==> src/rtl/pc_fetch_unit.sv <==
// Program counter and fetch/execute sequencer: fetches over a req/ack handshake,
// holds the instruction during execute, then resolves branches and jumps from the ALU flags.
module pc_fetch_unit #(
    parameter logic [31:0] RESET_PC = 32'h0000_0000
) (
    input  logic        clk,
    input  logic        nRst,
    input  logic        en,
    output logic        ifReq,
    output logic [31:0] ifAddr,
    input  logic        ifAck,
    input  logic [31:0] ifData,
    output logic [31:0] instr,
    output logic        instrValid,
    input  logic [5:0]  cuOP,
    input  logic [31:0] imm,
    input  logic [31:0] aluResult,
    input  logic        zero,
    input  logic        execDone,
    output logic [31:0] pc,
    output logic [31:0] pcPlus4,
    output logic        branchTaken,
    output logic        halted,
    output logic        trap
);

    localparam logic [5:0] OP_JAL   = 6'd2;
    localparam logic [5:0] OP_JALR  = 6'd3;
    localparam logic [5:0] OP_BEQ   = 6'd4;
    localparam logic [5:0] OP_BNE   = 6'd5;
    localparam logic [5:0] OP_BLT   = 6'd6;
    localparam logic [5:0] OP_BGE   = 6'd7;
    localparam logic [5:0] OP_BLTU  = 6'd8;
    localparam logic [5:0] OP_BGEU  = 6'd9;
    localparam logic [5:0] OP_ERROR = 6'd38;

    typedef enum logic [1:0] {
        S_FETCH,
        S_EXEC,
        S_HALT
    } state_t;

    state_t      state_q;
    logic [31:0] pc_q;
    logic [31:0] instr_q;
    logic        trap_q;
    logic        halted_q;

    logic [31:0] pc_plus4;
    logic [31:0] branch_tgt;
    logic        taken;
    logic [31:0] next_pc_d;
    logic        misaligned;

    always_comb begin
        pc_plus4   = pc_q + 32'd4;
        branch_tgt = pc_q + imm;
        taken      = 1'b0;
        next_pc_d  = pc_plus4;
        case (cuOP)
            OP_JAL:            taken = 1'b1;
            OP_JALR:           taken = 1'b1;
            OP_BEQ:            taken = zero;
            OP_BNE:            taken = ~zero;
            OP_BLT, OP_BLTU:   taken = aluResult[0];
            OP_BGE, OP_BGEU:   taken = ~aluResult[0];
            default:           taken = 1'b0;
        endcase
        if (taken) begin
            next_pc_d = (cuOP == OP_JALR) ? {aluResult[31:1], 1'b0} : branch_tgt;
        end
        misaligned = taken & (|next_pc_d[1:0]);
    end

    always_ff @(posedge clk or negedge nRst) begin
        if (!nRst) begin
            state_q  <= S_FETCH;
            pc_q     <= RESET_PC;
            instr_q  <= '0;
            trap_q   <= 1'b0;
            halted_q <= 1'b0;
        end else if (en) begin
            case (state_q)
                S_FETCH: begin
                    if (ifAck) begin
                        instr_q <= ifData;
                        state_q <= S_EXEC;
                    end
                end
                S_EXEC: begin
                    // ERROR is checked first so it wins over any redirect in the same cycle.
                    if (execDone) begin
                        if (cuOP == OP_ERROR) begin
                            state_q  <= S_HALT;
                            halted_q <= 1'b1;
                        end else if (misaligned) begin
                            state_q  <= S_HALT;
                            halted_q <= 1'b1;
                            trap_q   <= 1'b1;
                        end else begin
                            pc_q    <= next_pc_d;
                            state_q <= S_FETCH;
                        end
                    end
                end
                S_HALT: begin
                    state_q <= S_HALT;
                end
                default: begin
                    state_q <= S_FETCH;
                end
            endcase
        end
    end

    // Request is masked during reset so nothing is issued before the sequencer is live.
    assign ifReq       = nRst & en & (state_q == S_FETCH);
    assign ifAddr      = pc_q;
    assign pc          = pc_q;
    assign pcPlus4     = pc_plus4;
    assign instr       = instr_q;
    assign instrValid  = (state_q == S_EXEC);
    assign branchTaken = taken & (state_q == S_EXEC);
    assign halted      = halted_q;
    assign trap        = trap_q;

endmodule

==> config.mk <==
export PLATFORM = sky130hd
export DESIGN_NAME = pc_fetch_unit
export DESIGN_NICKNAME = d
export VERILOG_FILES = /design/src/rtl/pc_fetch_unit.sv
export SDC_FILE = /design/constraint.sdc
export NUM_CORES = 1
export LEC_CHECK = 0
export ABC_CLOCK_PERIOD_IN_PS = 3290
export CORE_MARGIN = 2
export CORE_UTILIZATION = 30
export CTS_CLUSTER_DIAMETER = 50
export DETAILED_ROUTE_END_ITERATION = 10
export PLACE_DENSITY = 0.59
export REMOVE_ABC_BUFFERS = 1
export SLEW_MARGIN = 30
export SYNTH_ARGS = -nofsm -noshare
export SYNTH_HDL_FRONTEND = slang
export SYNTH_SLANG_ARGS = --single-unit
export TNS_END_PERCENT = 10
==> constraint.sdc <==
create_clock -name clk -period 3.29 [get_ports clk]
set_clock_uncertainty 0.15 [all_clocks]
set_input_delay 0.329 -clock clk [delete_from_list [all_inputs] [get_ports clk]]
set_output_delay 0.329 -clock clk [all_outputs]
set_load 0.02 [all_outputs]
Word level (Yosys, flattened, before mapping)
Cells that the tools add are included.

word-level totals
  output and inout port bits = 133
  flip-flop bits (word level) = 68

operators by class
  equality and inequality tests = 13
  multiplexer cells = 10
  add/subtract/negate cells = 2
  reduce and logical (&&, ||, !) cells = 11
  bitwise operators = 8

operator list
  operator                                                                  count
  32-bit two-way mux                                                        2
  32-bit by 3-bit adder with 32-bit output (second input constant)          1
  32-bit adder                                                              1
  6-bit by 3-bit == test with 1-bit output (second input constant)          4
  6-bit by 2-bit == test with 1-bit output (second input constant)          2
  6-bit by 4-bit == test with 1-bit output (second input constant)          2
  5-bit AND reduction                                                       2
  2-bit two-way mux                                                         4
  2-bit OR reduction                                                        4
  6-bit == test (second input constant)                                     1
  2-bit case mux with 3 select lines                                        1
  3-bit AND reduction                                                       2
  1-bit case mux with 5 select lines                                        1
  1-bit bitwise AND                                                         4
  1-bit inverter                                                            4
  4-bit AND reduction                                                       1
  2-bit by 1-bit == test with 1-bit output (second input constant)          1
  2-bit == test (second input constant)                                     1
  2-bit logical NOT                                                         1
  1-bit two-way mux                                                         2
  2-bit by 1-bit inequality test with 1-bit output (second input constant)  1
  2-bit inequality test (second input constant)                             1
  2-bit nonzero test                                                        1

Logic depth before layout (Yosys ltp)
Gate-level depths: netlist (run 1).

  word-level depth = 10
  depth in mapped cells = 11
  depth with buffers taken out = 11

Worst setup path after synthesis (run 1)
OpenSTA, ideal clock, no wires.

  path kind = reg2reg
  start = register pc_q[0], in the netlist ifAddr[0]
  end = register pc_q[30], in the netlist ifAddr[30]
  cell stages (with the launch flop) = 12
  library setup time = 0.094 ns
  path slack = 0.295 ns
  arrival time = 2.751 ns
  cells stage by stage = dfrtp_1 -> ha_1 -> inv_1 -> fa_1 -> nor2b_1 -> o211ai_1 -> a31oi_1 -> a32oi_1 -> o211a_1 -> o22ai_1 -> a211oi_1 -> a211oi_1

between the ends
  cells in the longest elaborated chain, start to end = 7
  elaborated cells between the ends (all ways) = 8

RTL lines
  what                           line  text
  start: declaration             44    logic [31:0] pc_q;
  start signal: assignment       101   pc_q <= next_pc_d;
  32-bit adder                   57    branch_tgt = pc_q + imm;
  32-bit two-way mux             70    next_pc_d = (cuOP == OP_JALR) ? {aluResult[31:1], 1'b0} : branch_tgt;
  32-bit two-way mux *           69    if (taken) begin
  2-bit OR reduction             72    misaligned = taken & (|next_pc_d[1:0]);
  1-bit bitwise AND              72
  1-bit inverter (no line)       n/a
  5-bit AND reduction (no line)  n/a

Every way passes the cells marked *; elsewhere a longest branch is shown, timed or not.
A chain may end at the register's enable or synchronous reset.

Worst setup path in the final report (run 1)
  start = register pc_q[4], in the netlist ifAddr[4]
  end = output pcPlus4[21]

between the ends
  cells in the longest elaborated chain, start to end = 1

RTL lines
  what                                      line  text
  32-bit by 3-bit adder with 32-bit output  56    pc_plus4 = pc_q + 32'd4;
  end: declaration                          21    output logic [31:0] pcPlus4,

No other way between the ends.

==> impl_metrics.ini, run 1 <==
[sta]
fmax_mhz = 319
relSlewSlack_pct = 55.7
finalCritPeriodShare_pct = 95.2
grt_setup_unrepaired = no
min_period_ns = 3.13
setup_tns_ns = 0
tightest_slew_ns = 0.665
hold_viol = 16
drv_slew = 0
fin_hold_ws_ns = -0.0337
finalSetupViolations = 0

[flow_run]
cap_violations = 0

[logic_synthesis]
seq_area_frac_synth_pct = 29.1
netlist_instances = 684
syn_area_per_cell_um2 = 8.55
ys_types = 70
ys_seq_elements = 68
synth_edf_count = 0
async_flop_share_pct = 100
netlist_area_um2 = 5850
ys.warnings.count = 0
ys.flop_type = dfrtp_1

[floorplan]
die_y_um = 144
ioPinCount = 241
rows = 51
start_util_pct = 30.3
core_area_um2 = 19300
dieArea_um2 = 20600
fp.dieW_um = 144

[critical_path]
r2r_start = ifAddr[2]$_DFFE_PN0P_
start_kind = register
rrSetupSlack_ns = 0.21
critPathMaxFanout = 6
required_ns = 2.81
path_class = register to output pin
reg2reg_depth = 11
crit-reg2reg-capture = ifAddr[26]$_DFFE_PN0P_
crit_path_end_kind = output pin
cp.arrival_ns = 2.65

[power_and_ir_drop]
p_leak_nw = 3.87
peakVddDrop_mv = 0.323
power_density_nw_per_um2 = 768

[clocking]
clkLatencyLatePin_ns = 0.34
cts.htree.levels = 3
ctsHoldBuffers = 0
cts_inserted_buffers = 9
path_clk_slew_ns = 0.06
cts_root_buf = clkbuf_16
post-cts-setup-buffers = 0
cts_buffer_depth = 2
cts_sinks = 68
cts_tree = yes

[detailed_routing]
dr.pass1.iters = 5
drc = 0
wl_per_cell_um = 17.8
drtAntennaViolNets = 0
drtIter0Drc = 270
vias = 6035
viasPerCell = 5.06
drt_wl_total_um = 21200

[layout]
synthToLayoutAreaGrowth_pct = 53.8
drive_gt1_share_pct = 14.3
finalNonFillerCells = 1192
fin_nets = 1064
post-route-cell-area_um2 = 8990
diodes = 0

[global_routing]
grt_first_pass_wirelength_um = 32200
first_global_vias = 5846
grt_start_max_net_pins = 69
grt_overflow_total = 0
grt_usage_pct = 20.3
antenna_found_initial = 1

[place]
dp_hpwl_um = 16800
dpl.cell_count = 1177
port_buffers = 240
placed_cell_area_um2 = 8640
place.gp.congestion = 0.861

[status]
violations = negative hold slack
status = finished, violations left

[worst_hold_path]
hold_path_class = input port to asynchronous set/reset pin
## cell families after synthesis
logic type | after synthesis | share of synthesized area, %
simple gates | 209 | 18.8
compound gates | 198 | 21.7
buf+inv | 85 | 7.92
flops | 68 | 29.1
xor+xnor | 53 | 8.07
mux | 38 | 7.19
fa+ha+maj | 33 | 7.19
## what timing repair did
action / in CTS / in global routing
hold endpoints to repair: 0 / 0
resized for setup: 14 / 7
pin swaps: 1 / 0
setup endpoints to repair: 13 / 6
gates cloned: 0 / 0
## critical path: stages (launching register included)
cell and delay (ns):
dfrtp_1 0.44, nand3_1 0.15, or4_4 0.61, nor3_4 0.31, xnor2_1 0.17, clkdlybuf4s50_1 0.63
## per-layer routing
| layer | global-route usage, % | share of wire [%] | vias up |
|---|---|---|---|
| li1 | - | - | 2931 |
| met1 | 27.2 | 44 | 2824 |
| met2 | 34.0 | 47 | 261 |
| met3 | 3.10 | 7.7 | 17 |
| met4 | 5.57 | 1.1 | 2 |
| met5 | 0 | 0.038 | - |
## registers in the layout (all words and copies together) (netlist names)
register / cells
trap: 1
halted: 1
instr: 32
ifAddr: 32
state_q: 2
## Yosys cell counts (all sizes together) (3+ instances only)
cell     n  area share [%]
a211o    3            0.45
dfrtp   68              29
buf     43             5.2
xor2    17             2.5
a211oi   7            0.98
or2      6            0.64
or3      4            0.43
nor3     9             1.2
nor3b    4            0.51
or4      4            0.64
o22ai    9            0.96
and2     4            0.43
nand3   20             1.9
a31oi   15             1.7
and3    13             1.4
o211ai  12             1.5
a32oi    3            0.45
nor2b    9            0.96
xnor2   36             5.5
mux2    32             6.2
clkbuf  27             1.7
inv     15            0.96
nand2b   6            0.64
nand4   13             1.5
ha      32             6.8
nor4     4            0.53
o21ai   47             4.2
a21o    23             3.0
o21a     5            0.64
nor2    35             2.2
o21bai   4            0.51
o221ai   3            0.45
nand2   70             4.5
mux2i    6             1.0
a21oi   52             4.6
## layout by cell type (no fill, tap or decap), types with 6 or more instances in the layout
cell type        synthesis  layout
nand2b_1                 6       6
nand2_1                 69      69
clkbuf_16                0       9
buf_4                   34      56
a21o_1                  23      23
dlygate4sd2_1            0      12
clkdlybuf4s50_1          0     222
a21oi_1                 49      49
and3_1                  12      12
mux2_2                  32      32
o22ai_1                  9       9
nand3_1                 19      19
nand4_1                 12      12
dfrtp_1                 68      67
mux2i_1                  6       6
ha_1                    32      32
o21ai_0                 46      46
nor2_1                  35      32
nor3_1                   7       7
xnor2_1                 35      35
inv_1                   15      15
a31oi_1                 14      14
o211ai_1                12      12
xor2_1                  17      17
nor2b_1                  9       9
## stage by stage
| stage | hold WS (ns) | util, % | power, mW | setup WS [ns] |
|---|---|---|---|---|
| after global routing | 0.0358 | 46.7 | 7.34 | 0.0154 |
| after global placement | 0.304 | 44.8 | 5.81 | -0.0179 |
| after CTS | 0.132 | 46.6 | 6.95 | -0.0834 |
| after detailed placement | 0.311 | 44.8 | 5.83 | -0.0805 |
| final | -0.0337 | 46.7 | 6.91 | 0.157 |
| after floorplan | -0.117 | - | 3.76 | -1.09 |
## layout make-up
class | count | area (um2)
flip-flops and latches | 68 | 1700
fillers | 1883 | 10300
multi-input cells | 531 | 3720
clock inverters | 4 | 97.6
inverters | 15 | 56.3
well taps | 265 | 332
repair buffers | 298 | 2850
clock buffers | 11 | 243
## report_power, final
group	leakage, nW	switching, mW	internal [mW]
clock	0.162	0.370	0.757
combinational	2.87	2.27	2.12
sequential	0.831	0.273	1.12
total	3.87	2.91	4.00
## worst max path at each step
stage,start,end,slack (ns),cells past startpoint
after floorplan,state_q[1]$_DFFE_PN0P_,instr[0]$_DFFE_PN0P_,-1.09,2
after global placement,imm[0],ifAddr[30]$_DFFE_PN0P_,-0.02,13
after detailed placement,imm[0],ifAddr[30]$_DFFE_PN0P_,-0.08,13
after CTS,ifAddr[2]$_DFFE_PN0P_,pcPlus4[22],-0.08,8
after global routing,ifAddr[2]$_DFFE_PN0P_,pcPlus4[14],0.02,8
final,ifAddr[4]$_DFFE_PN0P_,pcPlus4[21],0.16,5
No activity file was read; power rests on OpenSTA's default activity.
==> run 2: changes to the inputs <==
--- a/config.mk
+++ b/config.mk
@@ -7,10 +7,11 @@
 export LEC_CHECK = 0
 export ABC_CLOCK_PERIOD_IN_PS = 3290
 export CORE_MARGIN = 2
-export CORE_UTILIZATION = 30
+export CORE_UTILIZATION = 44
 export CTS_CLUSTER_DIAMETER = 50
 export DETAILED_ROUTE_END_ITERATION = 10
-export PLACE_DENSITY = 0.59
+export MAX_ROUTING_LAYER = met4
+export PLACE_DENSITY = 0.82
 export REMOVE_ABC_BUFFERS = 1
 export SLEW_MARGIN = 30
 export SYNTH_ARGS = -nofsm -noshare
==> run 2 against run 1 <==
  * The flow still finishes with violations (negative hold slack)
  * Sequential power barely moved
  * Die area is 31% lower
  * Final area down 0.81%
  * Maximum frequency shrank 4.4%
  * Global-route usage increased by 7.5 points
  * Highest routed layer is now met4
  * Largest power group unchanged
  * Critical endpoint is now pcPlus4[28]
  * Hold slack improved by 0.031 ns
  * Flip-flop and latch count unchanged
  * Routed wire length shrank 8.1%
==> impl_metrics.ini, run 2 (synthesis results as in run 1) <==
[clocking]
cts_buffer_depth = 2
cts.htree.levels = 3
cts_root_buf = clkbuf_16
cts_sinks = 68
cts_tree = yes
ctsHoldBuffers = 0
cts_inserted_buffers = 9
path_clk_slew_ns = 0.06
clkLatencyLatePin_ns = 0.33

[power_and_ir_drop]
power_frac_seq_pct = 20.5
p_comb_share_pct = 62.3
switching_power_mw = 2.88
internal_power_mw = 4.05
netSwitchingFraction_pct = 41.5
power_density_nw_per_um2 = 777
p_leak_nw = 3.94
clkPwrFrac_pct = 17.1
peakVddDrop_mv = 0.459

[detailed_routing]
viasPerCell = 5.54
dr.pass1.iters = 5
drtAntennaViolNets = 0
drtIter0Drc = 440
wl_per_cell_um = 17.6
drt_wl_total_um = 19500
vias = 6113
drc = 0

[layout]
fin_nets = 1065
layout_commonest_cell = clkdlybuf4s50_1
regArea_um2 = 1700
fin_util_pct = 68.2
drive_gt1_share_pct = 14.8
fill_cells = 1055
diodes = 0
multi_input_comb_area_um2 = 3720
synthToLayoutAreaGrowth_pct = 52.6
final_cell_mix = 222 x clkdlybuf4s50_1, 69 x nand2_1, 67 x dfrtp_1

[floorplan]
rows = 42
die_y_um = 119
ioPinCount = 241
start_util_pct = 44.7
fp.dieW_um = 119
dieArea_um2 = 14200
core_area_um2 = 13100

[critical_path]
rrSetupSlack_ns = 0.23
required_ns = 2.81
r2r_start = ifAddr[0]$_DFFE_PN0P_
reg2reg_depth = 12
start_kind = register
critPathMaxFanout = 6
crit-reg2reg-capture = ifAddr[30]$_DFFE_PN0P_
path_class = register to output pin
cp.arrival_ns = 2.80
crit_path_end_kind = output pin

[sta]
min_period_ns = 3.28
finalSetupViolations = 0
fmax_mhz = 305
tightest_slew_ns = 0.664
fin_hold_ws_ns = -0.00285
setup_tns_ns = 0
finalCritPeriodShare_pct = 99.6
drv_slew = 0
relSlewSlack_pct = 55.8
grt_setup_unrepaired = yes
hold_viol = 2

[global_routing]
antenna_found_initial = 0
first_global_vias = 5907
grt_usage_pct = 27.7
grt_start_max_net_pins = 69
grt_overflow_total = 0
grt_first_pass_wirelength_um = 30500

[status]
violations = negative hold slack
status = finished, violations left

[place]
place.gp.congestion = 0.968
dp_hpwl_um = 15000
port_buffers = 240

[flow_run]
cap_violations = 0

[worst_hold_path]
hold_path_class = input port to asynchronous set/reset pin
[run 2: power by group through the flow]
stage	sequential (mW)	combinational, mW	clock (mW)
after global placement	1.42	4.28	0
after CTS	1.42	4.32	1.20
after detailed placement	1.44	4.30	0
after floorplan	1.99	1.77	0
final	1.42	4.32	1.19
after global routing	1.47	4.62	1.25
[run 2: final cells by class]
type / count / share of cell area, %
Sequential cell: 68 / 19.1
Inverter: 15 / 0.631
Clock buffer: 9 / 2.52
Clock inverter: 6 / 1.54
Timing Repair Buffer: 299 / 32.0
Multi-Input combinational cell: 531 / 41.7
Tap cell: 176 / 2.47
[run 2: per-stage QoR]
stage / worst slack [ns] / total power, mW / std cells / instance area (um2)
2_1_floorplan: -1.09 / 3.76 / 614 / 5440
3_3_place_gp: 0.00779 / 5.70 / 1087 / 8500
5_1_grt: -0.167 / 7.34 / 1104 / 8920
4_1_cts: -0.0715 / 6.94 / 1102 / 8870
3_5_place_dp: -0.0894 / 5.74 / 1087 / 8500
6_report: 0.0140 / 6.93 / 1104 / 8920
[run 2: metal layers]
metal,wire length [um],track usage (%)
met4,439,8.63
met1,8450,35.4
met2,9090,44.6
met3,1490,5.32
met5,0,-
[run 2: how the worst max path moves through the flow]
stage                                 from  depth (start not counted)                endpoint  slack, ns
global route         ifAddr[2]$_DFFE_PN0P_                          8             pcPlus4[28]      -0.17
global placement                    imm[0]                         13  ifAddr[30]$_DFFE_PN0P_      0.008
CTS                  ifAddr[2]$_DFFE_PN0P_                          6             pcPlus4[31]      -0.07
floorplan           state_q[1]$_DFFE_PN0P_                          2    instr[0]$_DFFE_PN0P_      -1.09
detailed placement                  imm[0]                         13  ifAddr[30]$_DFFE_PN0P_      -0.09
finish               ifAddr[2]$_DFFE_PN0P_                          8             pcPlus4[28]       0.01
[run 2: worst max-delay path, stage by stage (launching register included)]
cell and delay, ns:
dfrtp_1 0.46, ha_1 0.25, nand4_1 0.20, nor4_2 0.24
buf_4 0.18, nand2b_1 0.18, nor2_2 0.20, xnor2_1 0.14
clkdlybuf4s50_1 0.62
[run 2: repair_timing]
action	CTS	global route
resized for setup	10	15
setup buffers	0	2
pin swaps	2	1
setup endpoints to repair	12	14
endpoints found under the hold margin	0	0
==> run 3: changes to the inputs <==
--- a/config.mk
+++ b/config.mk
@@ -10,6 +10,7 @@
 export CORE_UTILIZATION = 44
 export CTS_CLUSTER_DIAMETER = 50
 export DETAILED_ROUTE_END_ITERATION = 10
+export GPL_ROUTABILITY_DRIVEN = 0
 export MAX_ROUTING_LAYER = met4
 export PLACE_DENSITY = 0.82
 export REMOVE_ABC_BUFFERS = 1
==> run 3 against run 2 <==
  * The run ends with negative hold slack, negative setup slack left
  * Hold slack got worse by 0.0026 ns
  * Combinational power about the same
  * Register-to-register slack about the same
  * Cell count decreased by 0.54%
  * Setup slack got worse by 0.017 ns
  * Critical endpoint unchanged
  * Largest power group unchanged
==> impl_metrics.ini, run 3 (synthesis results as in run 1) <==
[layout]
fill_cells = 1086
regArea_um2 = 1700
diodes = 0
layout_commonest_cell = clkdlybuf4s50_1
drive_gt1_share_pct = 13.9
multi_input_comb_area_um2 = 3710
synthToLayoutAreaGrowth_pct = 50.2
final_cell_mix = 226 x clkdlybuf4s50_1, 69 x nand2_1, 66 x dfrtp_1
post-route-cell-area_um2 = 8780
fin_nets = 1059
finalNonFillerCells = 1098

[sta]
fin_hold_ws_ns = -0.00550
finalSetupViolations = 1
fmax_mhz = 304
drv_slew = 0
hold_viol = 1
tightest_slew_ns = 0.944
min_period_ns = 3.29
finalCritPeriodShare_pct = 100
fin_ws_ns = -0.00267
relSlewSlack_pct = 36.8
grt_setup_unrepaired = yes

[clocking]
cts_inserted_buffers = 9
path_clk_slew_ns = 0.06
cts_tree = yes
clkLatencyLatePin_ns = 0.34
cts_root_buf = clkbuf_16
ctsHoldBuffers = 0
cts_buffer_depth = 2
cts.htree.levels = 3
cts_sinks = 68

[floorplan]
core_area_um2 = 13100
start_util_pct = 44.7
die_y_um = 119
ioPinCount = 241
fp.dieW_um = 119
dieArea_um2 = 14200
rows = 42

[status]
status = finished, violations left
violations = negative hold slack, negative setup slack

[power_and_ir_drop]
clkPwrFrac_pct = 14.4
p_comb_share_pct = 64.5
p_leak_nw = 3.80
switching_power_mw = 2.91
internal_power_mw = 3.82
power_density_nw_per_um2 = 766
finalPower_mw = 6.73
peakVddDrop_mv = 0.414
power_frac_seq_pct = 21.0
netSwitchingFraction_pct = 43.2

[detailed_routing]
viasPerCell = 5.64
wl_per_cell_um = 17.9
drtIter0Drc = 519
vias = 6195
dr.pass1.iters = 6
drt_wl_total_um = 19700
drtAntennaViolNets = 0
drc = 0

[critical_path]
reg2reg_depth = 12
critPathMaxFanout = 7
required_ns = 2.81
rrSetupSlack_ns = 0.23
path_class = register to output pin
start_kind = register
r2r_start = ifAddr[2]$_DFFE_PN0P_
cp.arrival_ns = 2.81
crit-reg2reg-capture = ifAddr[26]$_DFFE_PN0P_
crit_path_end_kind = output pin

[place]
dpl.cell_count = 1083
placed_cell_area_um2 = 8470
port_buffers = 240
dp_hpwl_um = 15100

[worst_hold_path]
hold_path_class = input port to asynchronous set/reset pin

[global_routing]
grt_first_pass_wirelength_um = 30400
grt_overflow_total = 0
grt_usage_pct = 27.7
first_global_vias = 5834
grt_start_max_net_pins = 69
antenna_found_initial = 0

[flow_run]
cap_violations = 0
## run 3: cell count changes in the layout (fill, tap and decap cells not counted), moves of 2 or more
cell / delta
nor2_2: -2
clkinv_2: +3
clkinv_4: -2
buf_4: -6
bufinv_16: -3
dlygate4sd2_1: +3
nor2_1: +2
clkdlybuf4s50_1: +4
dlymetal6s2s_1: -6
## run 3: power groups by stage
stage / clock network (mW) / logic, mW / registers [mW]
final: 0.969 / 4.34 / 1.42
after global routing: 1.02 / 4.63 / 1.46
after CTS: 0.972 / 4.33 / 1.41
after detailed placement: 0 / 4.33 / 1.42
after global placement: 0 / 4.29 / 1.41
after floorplan: 0 / 1.77 / 1.99
## run 3: critical path, cell delays in order, from the launching register on
cell and delay (ns):
dfrtp_2 0.44, ha_1 0.22, nand4_1 0.20, nor4_2 0.23, buf_4 0.18, nand2b_1 0.15
nor2_1 0.26, xnor2_1 0.16, clkdlybuf4s50_1 0.63
## run 3: worst max path at each step
stage	startpoint	end	slack, ns
final	ifAddr[2]$_DFFE_PN0P_	pcPlus4[28]	-0.003
after global routing	ifAddr[3]$_DFFE_PN0P_	pcPlus4[28]	-0.12
after CTS	ifAddr[3]$_DFFE_PN0P_	pcPlus4[22]	0.01
after detailed placement	imm[0]	ifAddr[30]$_DFFE_PN0P_	-0.007
after global placement	imm[0]	ifAddr[31]$_DFFE_PN0P_	0.03
after floorplan	state_q[1]$_DFFE_PN0P_	instr[0]$_DFFE_PN0P_	-1.09
## run 3: timing repair
item,4_1_cts,5_1_grt
resized for setup,13,4
pin swaps,0,1
setup buffers,0,0
hold endpoints to repair,0,0
endpoints found under the setup margin,14,7
## run 3: area by class of cell
class                      instances  share of cell area (%)
timing repair buffer             293                    31.9
tap                              176                    2.51
inverter                          15                   0.641
sequential                        68                    19.4
multi-input combinational        531                    42.3
clock inverter                     5                   0.598
clock buffer                      10                    2.72
## run 3: metal layers
| metal | up-vias | GRT usage [%] | part of all wire, % |
|---|---|---|---|
| li1 | 2927 | - | - |
| met1 | 2883 | 35.0 | 42 |
| met2 | 344 | 45.6 | 47 |
| met3 | 41 | 4.45 | 9.1 |
| met4 | 0 | 8.56 | 2.0 |
| met5 | - | - | 0 |
## run 3: through the flow
step | utilization [%] | setup TNS, ns | setup slack [ns]
5_1_grt | 67.1 | -0.241 | -0.121
3_5_place_dp | 64.8 | -0.00666 | -0.00666
6_report | 67.1 | -0.00267 | -0.00267
4_1_cts | 67.0 | 0 | 0.00979
3_3_place_gp | 64.8 | 0 | 0.0274
2_1_floorplan | - | -35.76 | -1.09
